$ cat src/rtl/pps_pkg.sv
// Shared definitions for the PPS pulse shaper: clock rate, FSM encoding and
// the counter-width helper used to size every down/up counter.
package pps_pkg;

  localparam int CLK_HZ = 25_000_000;

  typedef enum logic {
    IDLE  = 1'b0,
    PULSE = 1'b1
  } state_t;

  // Bits needed to hold values 0..n-1; never returns less than 1 so that a
  // one-cycle configuration still gets a legal vector width.
  function automatic int clog2(input int n);
    int w;
    w = 1;
    for (int i = 1; i < 32; i++) begin
      if ((1 << w) < n) w = w + 1;
    end
    return w;
  endfunction

endpackage

$ cat src/rtl/pps_edge_detect.sv
// Single input register for the raw tick plus a one-cycle rising-edge strobe.
module pps_edge_detect
(
  input  logic i_clk,
  input  logic i_rst_n,
  input  logic i_d,
  output logic o_rise
);

  logic r_q;
  logic r_qq;

  // Register the tick once, then keep a delayed copy for edge detection.
  always_ff @(posedge i_clk or negedge i_rst_n) begin
    if (!i_rst_n) begin
      r_q  <= 1'b0;
      r_qq <= 1'b0;
    end else begin
      r_q  <= i_d;
      r_qq <= r_q;
    end
  end

  assign o_rise = r_q & ~r_qq;

endmodule

$ cat src/rtl/pps_pulse_shaper.sv
// PPS pulse shaper: regenerates the raw timer tick as a fixed-width o_pps
// pulse, stretches it onto o_led, and counts accepted pulses.
// Optional period watchdog (o_missing / o_early) is built when the macro
// PPS_WATCHDOG_EN is defined; otherwise those outputs are tied low.
module pps_pulse_shaper
  import pps_pkg::*;
#(
  parameter int PULSE_CYC  = 25,
  parameter int PERIOD_CYC = 1750,
  parameter int TOL_CYC    = 25,
  parameter int LED_CYC    = 2500000,
  parameter int CNT_W      = 16
)
(
  input  logic             i_clk_25MHz,
  input  logic             i_rst_n,
  input  logic             i_tick,
  output logic             o_pps,
  output logic             o_led,
  output logic [CNT_W-1:0] o_count,
  output logic             o_missing,
  output logic             o_early
);

  localparam int WID_W = clog2(PULSE_CYC);
  localparam int LED_W = clog2(LED_CYC);

  logic             w_rise;
  logic             w_accept;

  state_t           r_state;
  logic [WID_W-1:0] r_wid_cnt;
  logic             r_pps;
  logic [CNT_W-1:0] r_count;
  logic [LED_W-1:0] r_led_cnt;
  logic             r_led_on;

  pps_edge_detect u_edge (
    .i_clk   (i_clk_25MHz),
    .i_rst_n (i_rst_n),
    .i_d     (i_tick),
    .o_rise  (w_rise)
  );

  // Only a rise seen while idle starts a pulse; rises during a pulse are dropped.
  assign w_accept = (r_state == IDLE) & w_rise;

  // Pulse FSM: width counter, registered o_pps and accepted-pulse counter.
  always_ff @(posedge i_clk_25MHz or negedge i_rst_n) begin
    if (!i_rst_n) begin
      r_state   <= IDLE;
      r_wid_cnt <= '0;
      r_pps     <= 1'b0;
      r_count   <= '0;
    end else begin
      case (r_state)
        IDLE: begin
          if (w_rise) begin
            r_state   <= PULSE;
            r_wid_cnt <= WID_W'(PULSE_CYC - 1);
            r_pps     <= 1'b1;
            r_count   <= r_count + 1'b1;
          end
        end
        PULSE: begin
          if (r_wid_cnt == '0) begin
            r_state <= IDLE;
            r_pps   <= 1'b0;
          end else begin
            r_wid_cnt <= r_wid_cnt - 1'b1;
          end
        end
        default: begin
          r_state <= IDLE;
          r_pps   <= 1'b0;
        end
      endcase
    end
  end

  // LED stretch: reload on every accepted rise, lit through the final count of zero
  // so the indicator stays on for exactly LED_CYC cycles.
  always_ff @(posedge i_clk_25MHz or negedge i_rst_n) begin
    if (!i_rst_n) begin
      r_led_cnt <= '0;
      r_led_on  <= 1'b0;
    end else if (w_accept) begin
      r_led_cnt <= LED_W'(LED_CYC - 1);
      r_led_on  <= 1'b1;
    end else if (r_led_cnt != '0) begin
      r_led_cnt <= r_led_cnt - 1'b1;
    end else begin
      r_led_on  <= 1'b0;
    end
  end

  assign o_pps   = r_pps;
  assign o_led   = r_led_on | r_pps;
  assign o_count = r_count;

`ifdef PPS_WATCHDOG_EN
  localparam int SAT_CYC   = PERIOD_CYC + TOL_CYC;
  localparam int EARLY_CYC = PERIOD_CYC - TOL_CYC;
  localparam int PER_W     = clog2(SAT_CYC + 1);

  logic [PER_W-1:0] r_per_cnt;
  logic             r_seen;
  logic             r_missing;
  logic             r_early;

  // Period watchdog: every rise (accepted or not) restarts the interval measurement.
  always_ff @(posedge i_clk_25MHz or negedge i_rst_n) begin
    if (!i_rst_n) begin
      r_per_cnt <= '0;
      r_seen    <= 1'b0;
      r_missing <= 1'b0;
      r_early   <= 1'b0;
    end else if (w_rise) begin
      r_per_cnt <= '0;
      r_seen    <= 1'b1;
      r_missing <= 1'b0;
      r_early   <= r_seen & (r_per_cnt < PER_W'(EARLY_CYC));
    end else begin
      r_early <= 1'b0;
      if (r_per_cnt != PER_W'(SAT_CYC)) begin
        r_per_cnt <= r_per_cnt + 1'b1;
        if (r_per_cnt == PER_W'(SAT_CYC - 1)) r_missing <= 1'b1;
      end
    end
  end

  assign o_missing = r_missing;
  assign o_early   = r_early;
`else
  assign o_missing = 1'b0;
  assign o_early   = 1'b0;
`endif

endmodule

$ cat config.mk
export PLATFORM = sky130hd
export DESIGN_NAME = pps_pulse_shaper
export DESIGN_NICKNAME = d
export VERILOG_FILES = /design/src/rtl/pps_pkg.sv /design/src/rtl/pps_edge_detect.sv /design/src/rtl/pps_pulse_shaper.sv
export SDC_FILE = /design/constraint.sdc
export NUM_CORES = 1
export LEC_CHECK = 0
export CORE_MARGIN = 2
export CORE_UTILIZATION = 45
export CTS_CLUSTER_SIZE = 20
export DETAILED_ROUTE_END_ITERATION = 10
export PLACE_DENSITY = 0.69
export SLEW_MARGIN = 20
export SYNTH_ARGS = -nofsm -noshare
export SYNTH_HDL_FRONTEND = slang
export SYNTH_SLANG_ARGS = --single-unit
$ cat constraint.sdc
create_clock -name i_clk_25MHz -period 2.5 [get_ports i_clk_25MHz]
set_clock_uncertainty 0.15 [all_clocks]
set_input_delay 0.25 -clock i_clk_25MHz [delete_from_list [all_inputs] [get_ports i_clk_25MHz]]
set_output_delay 0.25 -clock i_clk_25MHz [all_outputs]
set_load 0.01 [all_outputs]
# Word level (Yosys, flattened, before mapping)
# Index checks and enable logic that the tools add are counted.
# Widths: inputs -> output; s select.
# word_totals
regBits,48
latch_bits,0
ram_bits,0
mem_bits_ro,0
in_bits,3
out_inout_bits,20
word_cells,39
mem_count,0
# op_classes
add_sub_neg,3
n_mul,0
div,0
n_lt_le_gt_ge,0
n_eq_ne,4
shift,0
n_mux,13
bitwise_logic,5
reduce_logical,6
# ops
op,n
$mux 22,2
$reduce_bool 22->1,1
$sub 22x1->22 const B,1
$add 16x1->16 const B,1
$mux 5,2
$pmux 5 s2,1
$mux 1,6
$ne 2x2->1 const B,3
$reduce_and 2->1,3
$logic_not 5->1,1
$sub 5x1->5 const B,1
$pmux 1 s2,2
$and 1x1->1,2
$ne 2x1->1 const B,1
$not 1->1,2
$reduce_bool 2->1,1
$or 1x1->1,1

# Longest topological paths before layout
# Gate-level depths: netlist of run 1.
# logic_depth
ltp_word,4
mapped_depth,8
mapped_depth_nobuf,6

# Hierarchy
# A second synthesis of run 1 with hierarchy kept.
# unflattened
hier_cells,246
area_unflattened_um2,2451.1
# modules_own_cells
mod,instances,cells_per_inst,area_each_um2,seq_area_each_um2
pps_pulse_shaper,1,243,2387.3,1151.1
pps_edge_detect,1,3,63.8,50.0

# Worst setup path after synthesis of run 1
# OpenSTA, ideal clock, no wires.
# synth_timing
kind,register to register
start,register r_led_cnt[0]
end,register r_led_cnt[1]
setup_ps,127
arrival_ps,1820
required_time_ps,2223
slack_ps,403
path_stages_with_launch,9
path_buffers,2
period_less_slack_ps,2097
cell_sequence,dfrtp_1 inv_1 ha_1 nor4b_4 and4_1 clkbuf_1 buf_4 a21oi_1 a311o_1
# synth_via
elab_chain_cells,3
word_cells_on_any_way,5
cone_classes,add/sub: 1; mux: 2; reduce/logical: 2
# synth_lines
item,line,source
"start, declared",pps_pulse_shaper.sv:35,logic [LED_W-1:0] r_led_cnt;
"start signal, assigned",pps_pulse_shaper.sv:88,r_led_cnt <= LED_W'(LED_CYC - 1);
"start signal, assigned",pps_pulse_shaper.sv:91,r_led_cnt <= r_led_cnt - 1'b1;
$sub 22x1->22,pps_pulse_shaper.sv:91,
$mux 22,pps_pulse_shaper.sv:90,end else if (r_led_cnt != '0) begin
$mux 22,pps_pulse_shaper.sv:87,end else if (w_accept) begin
# Several ways; a longest one is shown, not always the timed one. The select of a mux whose other input is x is not followed.
# A chain may end at the register's enable or synchronous reset.

# Final worst setup path of run 1
# Same ends and word-level chain as after synthesis.

==> results of run 1 <==
[cells in the final DEF (no fill, tap or decap), drive strengths merged, types with 8 or more instances in the layout]
cell / Yosys / layout
or4: 8 / 8
o21ai: 11 / 11
buf: 5 / 8
nand2: 27 / 27
clkdlybuf4s50: 0 / 19
dfrtp: 48 / 48
mux2i: 10 / 10
a21oi: 11 / 11
nor2: 14 / 14
nor3: 9 / 9
or2: 8 / 8
xnor2: 9 / 9
xor2: 9 / 9
nand3: 14 / 14
[metrics by stage]
step	area, µm²	worst slack [ns]	cells	util [%]	hold slack [ns]
after floorplan	2500	0.403	249	-	-0.196
after global placement	2790	0.317	338	51.2	0.243
after detailed placement	2790	0.239	338	51.2	0.244
after CTS	2880	0.216	346	52.9	0.220
after global routing	2880	0.0698	346	52.9	0.228
final	2880	0.200	346	52.9	0.229
[state kept, by name, summed over array words and instances (netlist names)]
name	flops
r_wid_cnt	5
u_edge.r_q	1
r_led_cnt	22
r_state	1
u_edge.r_qq	1
o_count	16
o_pps	1
r_led_on	1
[worst register-to-register path, cell delays in order, from the launching register on]
cell and delay, ns:
sky130_fd_sc_hd__dfrtp_1 0.41, sky130_fd_sc_hd__inv_1 0.09, sky130_fd_sc_hd__ha_1 0.20, sky130_fd_sc_hd__nor4b_4 0.31
sky130_fd_sc_hd__and4_1 0.56, sky130_fd_sc_hd__a21oi_1 0.13, sky130_fd_sc_hd__a311o_1 0.34
[power groups by stage]
stage,registers [µW],clock network (µW),logic [µW]
after floorplan,1150,0,449
after global placement,1170,0,625
after detailed placement,1180,0,645
after CTS,1160,471,647
after global routing,1200,493,730
final,1170,446,636
[synth_stat cells (6+ instances only)]
master | count | share of area (%)
sky130_fd_sc_hd__nor3_1 | 7 | 1.4
sky130_fd_sc_hd__or4_1 | 8 | 2.4
sky130_fd_sc_hd__a21oi_1 | 11 | 2.2
sky130_fd_sc_hd__nand4_1 | 7 | 1.8
sky130_fd_sc_hd__o21ai_1 | 6 | 1.2
sky130_fd_sc_hd__nand2_1 | 27 | 4.1
sky130_fd_sc_hd__nor2_1 | 13 | 2.0
sky130_fd_sc_hd__mux2i_1 | 10 | 4.0
sky130_fd_sc_hd__inv_1 | 6 | 0.90
sky130_fd_sc_hd__nor2b_1 | 7 | 1.8
sky130_fd_sc_hd__or2_2 | 7 | 1.8
sky130_fd_sc_hd__xor2_1 | 9 | 3.2
sky130_fd_sc_hd__nand3_1 | 14 | 2.8
sky130_fd_sc_hd__dfrtp_1 | 48 | 48
sky130_fd_sc_hd__xnor2_1 | 9 | 3.2
[routing by layer]
metal	wire, µm	share of wire (%)
met5	0	0
met4	64	1.4
met3	104	2.2
met2	2200	46
met1	2370	50
[cell type report]
type,instances,share of cell area [%]
sequential,48,41.8
clock inverter,2,0.435
tap,72,3.13
clock buffer,5,2.39
inverter,7,0.913
timing repair buffer,28,8.96
multi-input combinational,184,42.4
[how the worst max path moves through the flow]
stage	slack, ns	depth (start not counted)	endpoint	from
2_1_floorplan	0.40	8	r_led_cnt[1]	r_led_cnt[0]
3_3_place_gp	0.32	6	r_led_cnt[1]	r_led_cnt[0]
3_5_place_dp	0.24	6	r_led_cnt[1]	r_led_cnt[0]
4_1_cts	0.22	6	r_led_cnt[1]	r_led_cnt[0]
5_1_grt	0.07	6	r_led_cnt[11]	r_led_cnt[0]
6_report	0.20	6	r_led_cnt[1]	r_led_cnt[0]
[repair_timing]
action                                  4_1_cts  5_1_grt
endpoints found under the hold margin        48        0
hold buffers                                  1        0
endpoints found under the setup margin        0        0
[cell families (layout without fill, tap and decap cells)]
kind of cell,count (synthesis),count (layout),synth area share (%)
simple gates,112,112,25.8
flops,48,48,48.1
compound gates,38,38,10.4
xor+xnor,18,18,6.31
buf+inv,17,42,3.21
mux,10,10,4.01
fa+ha+maj,4,4,2.00
other cells,1,2,0.150
==> results.md, run 1 <==
* Result of the run: completed
* Drt initial violations at 74
* DIE AREA at 6160 µm²
* Post-synthesis register bit count at 48
* Starting Density at 45.9%
* Number of search-and-repair iterations in the first detailed-routing pass at 4
* Number of rows created at floorplan at 27
* Aggregate routed wire length at 4740 µm
* Path type of the worst min-delay path: in -> reg
* Crit path cell chain: inv_1, ha_1, nor4b_4, and4_1, a21oi_1, a311o_1
* Number of gates given a new drive strength after cts at 0
* Synth unique cells at 43
* Clock insertion delay at the later pin of the skew report at 0.30 ns
* Launch instance of the worst min-delay path: i_tick
* Warnings, synthesis at 0
* Chip Width at 78.5 µm
* GRT Overall Usage at 16.8%
* Final GP Congestion at 0.814
* Num CTS Buffers at 5
* Boundary Pins at 23
* Switch share at 35.0%
* TritonCTS clock tree: done
* Internal power at 1460 µW
* Post-route antenna net violation count at 0
* Worst voltage drop across the vdd grid at 0.458 mV
* Top Usage Layer GRT: met2
* Worst reg2reg path startpoint: r_led_cnt[0]
* # fillers at 524
* # DRC at 0
* Via count of the first global-routing pass at 1806
* CTS root buf: sky130_fd_sc_hd__clkbuf_8
* Number of antenna violations at the first check in global routing at 0
* Sequential cell area fraction in the yosys report at 48.1%
* Global route overflow at 0
* Post-synth ARST share at 100%
* Worst r2r dst: r_led_cnt[1]
* Number of instances in the synthesized netlist at 248
* Number of antenna repair diodes at 0
* Worst stage delay on the critical path at 0.56 ns
* Flop pwr share at 51.9%
* Final hold viol count at 0
* Post-DP HPWL at 3270 µm
* Area of the core region at 5440 µm²
* Input/output buffers at 20
* Worst slew margin relative to its limit at 60.8%
* Layout overhead on the synthesized area at 15.2%
* Number of max-cap violations at 0
* Area used by sequential logic in the layout at 1200 µm²
* Die span in y at 78.5 µm
* Sinks on Clock Net at 48
* H-tree lvl count at 2
* Multi-input logic area at 1220 µm²
* Worst slew pin tran at 0.574 ns
* Setup repair after global routing missed its margin: no
* Kind of start point of the critical path: flip-flop
* Maximum fanout along the worst path at 15
* Met2 demand-to-capacity share in global routing at 27.2%
* Share of layout cells above drive strength 1 at 11.7%
* Count of pins over their slew limit at 0
* Start-to-end type of the worst setup path: reg -> reg
* Leak Pwr at 0.00114 µW
* Netlist Area Pre-Place at 2500 µm²
* Primary FF master, synth: sky130_fd_sc_hd__dfrtp_1
* Setup Viol. Count Final at 0
* Routed WL per cell at 13.7 µm
* CP endpoint kind: flip-flop
* Power density normalized to cell area at 782 nW/µm²
* Req. time, crit path at 2.54 ns
* Portion of total power attributed to combinational logic at 28.3%
* Setup total negative slack at 0 ns
* CTS clock-pin slew for the worst setup and hold paths at 0.09 ns
* Sum of buffers and inverters on the critical path at 1
* GR met1 Demand/Resource at 22.5%
* Fmax at 0.435 GHz
* Number of cells on the worst reg-to-reg path at 6
* Arrival time worst endpoint at 2.34 ns
* Global-route met3 utilization at 2.76%
* Flop2flop setup slack at 0.20 ns
* Worst hold stages at 1
* Slowest library cell on the worst path: sky130_fd_sc_hd__and4_1
* Total Power Consumption at 2250 µW
* Number of enable flip-flop cells after synthesis at 0
* Detailed-route vias per instance at 5.47
* Period Utilization, post-route at 92.0%
* Synthesized area divided by synthesized cell count at 10.1 µm²
* Power dissipated by switching net loads at 787 µW
* DR vias at 1891
* Layout net count at 281
* Buffers inserted by post-CTS timing repair at 0
* Post-layout minimum cycle time at 2.30 ns
* Maximum clock insertion buffer count at 2
* Maximum number of pins on one net before global-route repair at 49
* Top delay family on crit path: simple AND/OR/NAND/NOR gates
* First-pass GRT wire length at 8230 µm
* Proportion of power drawn by the clock network at 19.8%
* Worst min-delay path endpoint: u_edge.r_q
Power figures use the tool's default switching activity.
==> run 2: changes to the inputs <==
--- a/config.mk
+++ b/config.mk
@@ -5,7 +5,7 @@
 export SDC_FILE = /design/constraint.sdc
 export NUM_CORES = 1
 export LEC_CHECK = 0
-export CORE_MARGIN = 2
+export CORE_MARGIN = 4
 export CORE_UTILIZATION = 45
 export CTS_CLUSTER_SIZE = 20
 export DETAILED_ROUTE_END_ITERATION = 10
==> constraint.sdc (replaced) <==
create_clock -name i_clk_25MHz -period 2.5 [get_ports i_clk_25MHz]
set_clock_uncertainty 0.15 [all_clocks]
set_input_delay 0.25 -clock i_clk_25MHz [delete_from_list [all_inputs] [get_ports i_clk_25MHz]]
set_output_delay 0.25 -clock i_clk_25MHz [all_outputs]
set_load 0.005 [all_outputs]
==> run 2 against run 1 <==
Net effect:
- fmax increased by 1.5%
- flip-flop and latch count is the same
- clock power decreased by 3%
- clock-buffer cell count up 1
- core utilization rose by 1.9 points
- critical endpoint is now r_led_cnt[11]
- largest cell class unchanged
- highest routed layer unchanged
==> results.md, run 2 (synthesis gave the netlist of run 1 again) <==
* Result of the run: completed (unchanged)
* Aggregate routed wire length at 4860 µm (was 4740 µm)
* Num CTS Buffers at 5 (unchanged)
* DR vias at 1857 (was 1891)
* GRT Overall Usage at 16.1% (was 16.8%)
* Post-route antenna net violation count at 0 (unchanged)
* Drt initial violations at 120 (was 74)
* Register with the most flip-flops: r_led_cnt (unchanged)
* Area used by sequential logic in the layout at 1200 µm² (unchanged)
* Fmax at 0.441 GHz (was 0.435 GHz)
* Layout overhead on the synthesized area at 14.9% (was 15.2%)
* CP endpoint kind: flip-flop (unchanged)
* Number of antenna repair diodes at 0 (unchanged)
* Setup Viol. Count Final at 0 (unchanged)
* # DRC at 0 (unchanged)
* Maximum clock insertion buffer count at 2 (unchanged)
* CTS clock-pin slew for the worst setup and hold paths at 0.08 ns (was 0.09 ns)
* Multi-input logic area at 1220 µm² (unchanged)
* DIE AREA at 6810 µm² (was 6160 µm²)
* Flip-flop count of the largest register after layout at 22 (unchanged)
* Maximum number of pins on one net before global-route repair at 24 (was 49)
* Boundary Pins at 23 (unchanged)
* Post-DP HPWL at 3540 µm (was 3270 µm)
* Maximum fanout along the worst path at 15 (unchanged)
* Chip Width at 82.5 µm (was 78.5 µm)
* Sinks on Clock Net at 48 (unchanged)
* Detailed-route vias per instance at 5.40 (was 5.47)
* Global route overflow at 0 (unchanged)
* Worst slew pin tran at 0.560 ns (was 0.574 ns)
* Post-layout minimum cycle time at 2.27 ns (was 2.30 ns)
* Area of the core region at 5240 µm² (was 5440 µm²)
* Number of search-and-repair iterations in the first detailed-routing pass at 4 (unchanged)
* Req. time, crit path at 2.57 ns (was 2.54 ns)
* Number of max-cap violations at 0 (unchanged)
* Path type of the worst min-delay path: in -> reg (unchanged)
* Placed Area at 2780 µm² (was 2790 µm²)
* Worst voltage drop across the vdd grid at 0.507 mV (was 0.458 mV)
* Worst slew margin relative to its limit at 61.7% (was 60.8%)
* First-pass GRT wire length at 8550 µm (was 8230 µm)
* Setup repair after global routing missed its margin: no (unchanged)
* Routed WL per cell at 14.1 µm (was 13.7 µm)
* Number of rows created at floorplan at 26 (was 27)
* Leak Pwr at 0.00114 µW (about the same)
* Number of antenna violations at the first check in global routing at 0 (unchanged)
* Input/output buffers at 20 (unchanged)
* Kind of start point of the critical path: flip-flop (unchanged)
* Power density normalized to cell area at 776 nW/µm² (was 782 nW/µm²)
* TritonCTS clock tree: done (unchanged)
* Setup total negative slack at 0 ns (unchanged)
* Arrival time worst endpoint at 2.34 ns (about the same)
* H-tree lvl count at 2 (unchanged)
* Start-to-end type of the worst setup path: reg -> reg (unchanged)
* Count of pins over their slew limit at 0 (unchanged)
* Final GP Congestion at 0.861 (was 0.814)
* Post-layout instance area at 2870 µm² (was 2880 µm²)
* Final hold viol count at 0 (unchanged)
* Via count of the first global-routing pass at 1823 (was 1806)
* CTS root buf: sky130_fd_sc_hd__clkbuf_8 (unchanged)
* Period Utilization, post-route at 90.7% (was 92.0%)
* Most common cell after layout, fill and taps aside: sky130_fd_sc_hd__dfrtp_1 (unchanged)
* # fillers at 480 (was 524)
* Starting Density at 47.7% (was 45.9%)
* Share of layout cells above drive strength 1 at 11.3% (was 11.7%)
* Commonest cells after routing, fill and taps aside: 48 x sky130_fd_sc_hd__dfrtp_1, 27 x sky130_fd_sc_hd__nand2_1, 19 x sky130_fd_sc_hd__clkdlybuf4s50_1 (unchanged)
* Die span in y at 82.5 µm (was 78.5 µm)
* Layout net count at 281 (unchanged)
* Clock insertion delay at the later pin of the skew report at 0.29 ns (was 0.30 ns)
==> run 2: cell types whose count changed in the layout (fill, tap and decap cells not counted) <==
cell and change:
sky130_fd_sc_hd__clkbuf_1 +1, sky130_fd_sc_hd__clkinvlp_4 -1
==> run 2: path summary, 6_finish.rpt <==
path                               from             to  slack, ns  depth (start not counted)
setup / recovery           r_led_cnt[0]  r_led_cnt[11]       0.23                          6
max in group asynchronous       i_rst_n    o_count[15]       1.28                          3
min in group asynchronous       i_rst_n   r_led_cnt[2]       0.31                          2
hold reg to reg              u_edge.r_q    u_edge.r_qq       0.29                          0
setup reg to reg           r_led_cnt[0]  r_led_cnt[11]       0.23                          6
hold / removal                   i_tick     u_edge.r_q       0.24                          1
==> run 2: stage by stage <==
step	setup WS (ns)	utilization (%)	instances	power, µW	hold WS [ns]
3_5_place_dp	0.251	53.1	336	1810	0.110
5_1_grt	0.0501	54.8	344	2420	0.240
6_report	0.234	54.8	344	2230	0.240
4_1_cts	0.219	54.8	344	2260	0.233
2_1_floorplan	0.403	-	249	1580	-0.196
3_3_place_gp	0.300	53.1	336	1790	0.113
==> run 2: final cells by class <==
| type | instances | area share [%] |
|---|---|---|
| Clock buffer | 6 | 2.53 |
| Clock inverter | 1 | 0.174 |
| Inverter | 7 | 0.915 |
| Multi-Input combinational cell | 184 | 42.5 |
| Sequential cell | 48 | 41.8 |
| Tap cell | 70 | 3.05 |
| Timing Repair Buffer | 28 | 8.98 |
==> run 2: worst max-delay path, cell delays in order, from the launching register on <==
cell	delay (ns)
sky130_fd_sc_hd__dfrtp_1	0.39
sky130_fd_sc_hd__inv_1	0.07
sky130_fd_sc_hd__ha_1	0.23
sky130_fd_sc_hd__nor4b_4	0.16
sky130_fd_sc_hd__and4_1	0.36
sky130_fd_sc_hd__a2111oi_0	0.59
sky130_fd_sc_hd__mux2i_1	0.24
==> run 2: metal layers <==
| metal | wire (µm) | share of wire (%) | GRT usage, % | vias up |
|---|---|---|---|---|
| li1 | - | - | - | 936 |
| met1 | 2340 | 48 | 22.2 | 883 |
| met2 | 2260 | 46 | 25.3 | 30 |
| met3 | 186 | 3.8 | 3.58 | 8 |
| met4 | 80 | 1.6 | 5.23 | 0 |
| met5 | 0 | 0 | 0 | - |
==> run 2: power breakdown <==
| group | leakage [µW] | total (µW) | internal, µW | switching, µW |
|---|---|---|---|---|
| combinational | 0.000511 | 623 | 321 | 302 |
| clock | 0.0000410 | 433 | 191 | 242 |
| sequential | 0.000589 | 1170 | 950 | 222 |
==> run 2: what timing repair did <==
item	CTS	global route
hold endpoints to repair	21	0
resized for setup	0	0
hold buffers	1	0
setup buffers	0	0
